File: config.mk
export PLATFORM = sky130hd
export DESIGN_NAME = meas_mode_ctrl
export DESIGN_NICKNAME = d
export VERILOG_FILES = /design/src/rtl/meas_mode_ctrl.sv
export SDC_FILE = /design/constraint.sdc
export NUM_CORES = 1
export LEC_CHECK = 0
export ABC_CLOCK_PERIOD_IN_PS = 2500
export BUFFER_PORTS_ARGS = -buffer_cell sky130_fd_sc_hd__buf_2
export CORE_MARGIN = 3
export CORE_UTILIZATION = 54
export DETAILED_ROUTE_END_ITERATION = 10
export GPL_TIMING_DRIVEN = 0
export PLACE_DENSITY_LB_ADDON = 0.25
export SETUP_SLACK_MARGIN = 0.1
export SKIP_CTS_REPAIR_TIMING = 1
export SLEW_MARGIN = 40
export SYNTH_ARGS = -nofsm -noshare
export SYNTH_HDL_FRONTEND = slang
export SYNTH_SLANG_ARGS = --single-unit
File: constraint.sdc
create_clock -name clk -period 2.5 [get_ports clk]
set_clock_uncertainty 0.15 [all_clocks]
set_input_delay 0.25 -clock clk [delete_from_list [all_inputs] [get_ports clk]]
set_output_delay 0.25 -clock clk [all_outputs]
set_load 0.01 [all_outputs]
File: src/rtl/meas_mode_ctrl.sv
// Voltmeter sequencer: paces ADC starts, runs the LIVE/HOLD/AVG display FSM and block-averages samples.
// Latency: 1 cycle from an accepted sample to the disp_value/disp_update change. No backpressure: skipped starts are dropped, never queued.
module meas_mode_ctrl #(
  parameter int SAMPLE_PERIOD = 50000,
  parameter int AVG_LOG2      = 2,
  parameter int TIMEOUT       = 1000
) (
  input  logic        clk,
  input  logic        rst_n,
  input  logic        hold_tick,
  input  logic        release_tick,
  input  logic        sample_valid,
  input  logic [11:0] sample,
  output logic        adc_start,
  output logic [11:0] disp_value,
  output logic        disp_update,
  output logic        LED_hold,
  output logic        LED_average,
  output logic        adc_err
);

  localparam int PW = $clog2(SAMPLE_PERIOD);
  localparam int BW = $clog2(TIMEOUT + 1);
  localparam int AW = 12 + AVG_LOG2;
  localparam logic [PW-1:0]       PERIOD_LAST = PW'(SAMPLE_PERIOD - 1);
  localparam logic [BW-1:0]       BUSY_LAST   = BW'(TIMEOUT - 1);
  localparam logic [AVG_LOG2-1:0] AVG_LAST    = '1;

  typedef enum logic [1:0] {LIVE, HOLD, AVG} state_t;

  state_t              state;
  state_t              state_nxt;
  logic [PW-1:0]       period_cnt;
  logic [BW-1:0]       busy_cnt;
  logic                busy;
  logic [AW-1:0]       acc;
  logic [AW-1:0]       acc_sum;
  logic [AVG_LOG2-1:0] avg_cnt;
  logic                wrap;
  logic                accept;
  logic                timeout_hit;
  logic                start_now;
  logic                block_done;

  assign wrap        = (period_cnt == PERIOD_LAST);
  assign accept      = sample_valid & busy;
  assign timeout_hit = busy & ~accept & (busy_cnt == BUSY_LAST);
  // A conversion finishing on the wrap cycle frees the slot for the new start.
  assign start_now   = wrap & (~busy | accept | timeout_hit);
  assign acc_sum     = acc + AW'(sample);
  assign block_done  = accept & (state == AVG) & (avg_cnt == AVG_LAST);

  always_comb begin
    state_nxt = state;
    if (release_tick) begin
      state_nxt = LIVE;
    end else if (hold_tick) begin
      case (state)
        LIVE:    state_nxt = HOLD;
        HOLD:    state_nxt = AVG;
        default: state_nxt = state;
      endcase
    end
  end

  always_ff @(posedge clk or negedge rst_n) begin
    if (!rst_n) begin
      state       <= LIVE;
      LED_hold    <= 1'b0;
      LED_average <= 1'b0;
    end else begin
      state       <= state_nxt;
      LED_hold    <= (state_nxt == HOLD);
      LED_average <= (state_nxt == AVG);
    end
  end

  always_ff @(posedge clk or negedge rst_n) begin
    if (!rst_n) begin
      period_cnt <= '0;
      busy_cnt   <= '0;
      busy       <= 1'b0;
      adc_start  <= 1'b0;
      adc_err    <= 1'b0;
    end else begin
      period_cnt <= wrap ? '0 : period_cnt + 1'b1;
      adc_start  <= start_now;
      if (start_now) begin
        busy     <= 1'b1;
        busy_cnt <= '0;
      end else if (accept | timeout_hit) begin
        busy     <= 1'b0;
      end else if (busy) begin
        busy_cnt <= busy_cnt + 1'b1;
      end
      // A timeout landing with a release still leaves the flag set so the event is not lost.
      if (timeout_hit) begin
        adc_err <= 1'b1;
      end else if (release_tick) begin
        adc_err <= 1'b0;
      end
    end
  end

  always_ff @(posedge clk or negedge rst_n) begin
    if (!rst_n) begin
      disp_value  <= '0;
      disp_update <= 1'b0;
      acc         <= '0;
      avg_cnt     <= '0;
    end else begin
      disp_update <= 1'b0;
      if (accept && state == LIVE) begin
        disp_value  <= sample;
        disp_update <= 1'b1;
      end else if (block_done) begin
        disp_value  <= acc_sum[AW-1:AVG_LOG2];
        disp_update <= 1'b1;
      end

      if (release_tick || (state == HOLD && hold_tick) || block_done) begin
        acc     <= '0;
        avg_cnt <= '0;
      end else if (accept && state == AVG) begin
        acc     <= acc_sum;
        avg_cnt <= avg_cnt + 1'b1;
      end
    end
  end

endmodule

==> metrics.cfg <==
[die]
dieArea_sq_um = 7100
die_y_um = 84.3
coreArea_sq_um = 5710
die-width_um = 84.3
num_rows = 27
io_pins = 34
start_util_pct = 57.9

[worst_hold_path]
hold_path_class = in -> reg
holdPathStages = 3

[placed_design]
placedInstanceArea_sq_um = 3570
gp_congestion = 0.949
io_buffers = 33
hpwl_mm = 4.84

[sta]
whs_ns = 0.00914
hold_viol = 0
final.setup.tns_ns = 0
slew_viol_final = 0
max_freq_mhz = 441
setup_violations = 0
min_period_over_period_pct = 90.7
worst_slew_pin_slew_ns = 0.730
period_needed_ns = 2.27
max_slew_margin_pct = 51.2
rsz0062_at_grt = no

[critical_path]
cp_max_fo = 8
slowest_delay_ns = 0.39
cp-start-kind = flop
crit_required_ns = 2.57
cp_num_cells = 8
arrival_ns = 2.34
slowest_stage = dfrtp_1
crit_chain = ha_1 -> buf_2 -> a21oi_1 -> inv_1 -> and3_1 -> a2111oi_4 -> xnor2_1 -> a22o_1
r2r_cells = 8
endpoint_kind = flop
crit_type = reg -> reg
cp_top_family = compound AO/OA/AOI/OAI gates
path_buf_inv = 2

[clock_network]
htree_num_levels = 3
cts_num_sinks = 62
clk_path_buf_depth = 2
numCtsBuffers = 9
clk-insertion-delay-late_ns = 0.35
cts_tree = built
path_clk_slew_ns = 0.07
clock-root-buffer = clkbuf_8

[synth]
ys_top_cells_by_count = dfrtp_1, nand2_1, nor2_1
ys_async_sr_fraction_pct = 100
synth_top_cell_by_area = dfrtp_1
synth_cell_type_count = 44
yosys-top-cells-area = dfrtp_1, ha_1, xor2_1, xnor2_1, nand2_1
ys_seq_area_share_pct = 46.9
synthFlopType = dfrtp_1
synth_warnings = 0
synth_compound_gate_area_share_pct = 17.1
syn_nets = 367
ys_seq_elements = 62
synth-edff-count = 0
synth_area_sq_um = 3310
synthMuxAreaShare_pct = 0.303
yosysMostFrequentCell = dfrtp_1
synth_top_area_share_pct = 46.9
synth-xor-area-share_pct = 7.15
synthAdderAreaFrac_pct = 7.41
yosys.area_share.simple_pct = 17.5
avgSynthCellArea_sq_um = 9.99
synth_top_family_by_area = simple AND/OR/NAND/NOR gates
synthCells = 331

[pwr]
p_per_area_nw_per_um2 = 505
power.leakage_nw = 1.92
max-vdd-ir-drop_uv = 373
total_power_mw = 1.92

[global_route]
grt.total_usage_pct = 21.1
grt_pass1_wl_mm = 12.0
antenna_found_initial = 0
grt_max_degree = 63
grt_overflow = 0
first_global_vias = 2584

[routing]
avgRoutedWirePerCell_um = 15.3
via_count = 2612
drtIter0Drc = 143
drc_errors = 0
dr.pass1.iters = 4
vias_per_cell = 5.74
postRouteAntennaNets = 0
wl_mm = 6.98

[run_status]
status = completed

[layout]
finalInstanceArea_sq_um = 3810
nets = 416
drive_gt1_share_pct = 17.2
syn2layout_area_growth_pct = 15.1
antenna_cells = 0

[flow_run]
cap_violations = 0

## per-stage QoR
| step | worst slack (ns) | std cells | util [%] |
|---|---|---|---|
| global placement | 0.190 | 436 | 62.4 |
| floorplan | 0.396 | 331 | - |
| global route | 0.116 | 455 | 66.7 |
| finish | 0.232 | 455 | 66.7 |
| CTS | 0.158 | 450 | 65.6 |
| detailed placement | 0.166 | 436 | 62.5 |
## metal layers
layer / GRT usage, % / part of all wire (%)
met1: 26.6 / 45
met2: 34.0 / 48
met3: 6.48 / 5.7
met4: 8.63 / 1.6
met5: 0 / 0
## worst paths after layout
check	from	end	slack (ns)
max	acc[7]$_DFFE_PN0P_	acc[10]$_DFFE_PN0P_	0.23
min	sample[9]	disp_value[9]$_DFFE_PN0P_	0.009
max reg2reg	acc[7]$_DFFE_PN0P_	acc[10]$_DFFE_PN0P_	0.23
min reg2reg	busy_cnt[9]$_DFFE_PN0P_	busy_cnt[9]$_DFFE_PN0P_	0.33
max in group asynchronous	rst_n	period_cnt[13]$_DFF_PN0_	1.51
min in group asynchronous	rst_n	disp_value[9]$_DFFE_PN0P_	0.28
## registers in the layout (all words and copies together) (netlist names)
| register | count |
|---|---|
| busy | 1 |
| disp_update | 1 |
| disp_value | 12 |
| avg_cnt | 2 |
| adc_start | 1 |
| LED_average | 1 |
| busy_cnt | 10 |
| state | 2 |
| adc_err | 1 |
| LED_hold | 1 |
| acc | 14 |
| period_cnt | 16 |
## cell usage in the layout, fill, tap and decap left out, drive strengths merged, types with 2 or more instances in the layout
cell	count
dfrtp	62
buf	39
o21ai	36
nand2	27
nor2	25
clkbuf	19
ha	18
nand3	17
inv	15
xor2	15
xnor2	12
a21oi	11
nand4	8
a22o	8
and3	8
a21o	7
a22oi	7
nor2b	6
a222oi	4
dlygate4sd3	4
nor3	4
and2	4
nand2b	3
a31oi	3
nor4b	2
a211oi	2
o31ai	2
o21a	2
or3	2
## worst reg2reg max path, stage by stage, from the launching register on
cell,delay (ns)
dfrtp_1,0.39
ha_1,0.26
buf_2,0.17
a21oi_1,0.23
inv_1,0.10
and3_1,0.21
a2111oi_4,0.28
xnor2_1,0.14
a22o_1,0.22
## cell type report
class | count | area, sq um
multi-input cells | 243 | 1650
plain buffers | 11 | 67.6
repair buffers | 38 | 219
inverters | 15 | 56.3
flip-flops and latches | 62 | 1550
clock inverters | 1 | 5.00
well taps | 72 | 90.1
clock buffers | 13 | 169
fillers | 444 | 1900
## cell families after synthesis
| group | Yosys count |
|---|---|
| flip-flops | 62 |
| AO/OA/AOI/OAI | 86 |
| XOR/XNOR | 27 |
| buffers and inverters | 26 |
| adder cells (fa/ha/maj) | 19 |
| AND/OR/NAND/NOR | 110 |
| multiplexers | 1 |
## where the power goes
| group | total, mW | internal, mW | switching [mW] | leakage (nW) |
|---|---|---|---|---|
| Clock | 0.796 | 0.429 | 0.367 | 0.0914 |
| Combinational | 0.117 | 0.0416 | 0.0753 | 0.982 |
| Sequential | 1.01 | 1.01 | 0.00261 | 0.849 |
| Total | 1.92 | 1.48 | 0.445 | 1.92 |
No activity file was read; power rests on OpenSTA's default activity.
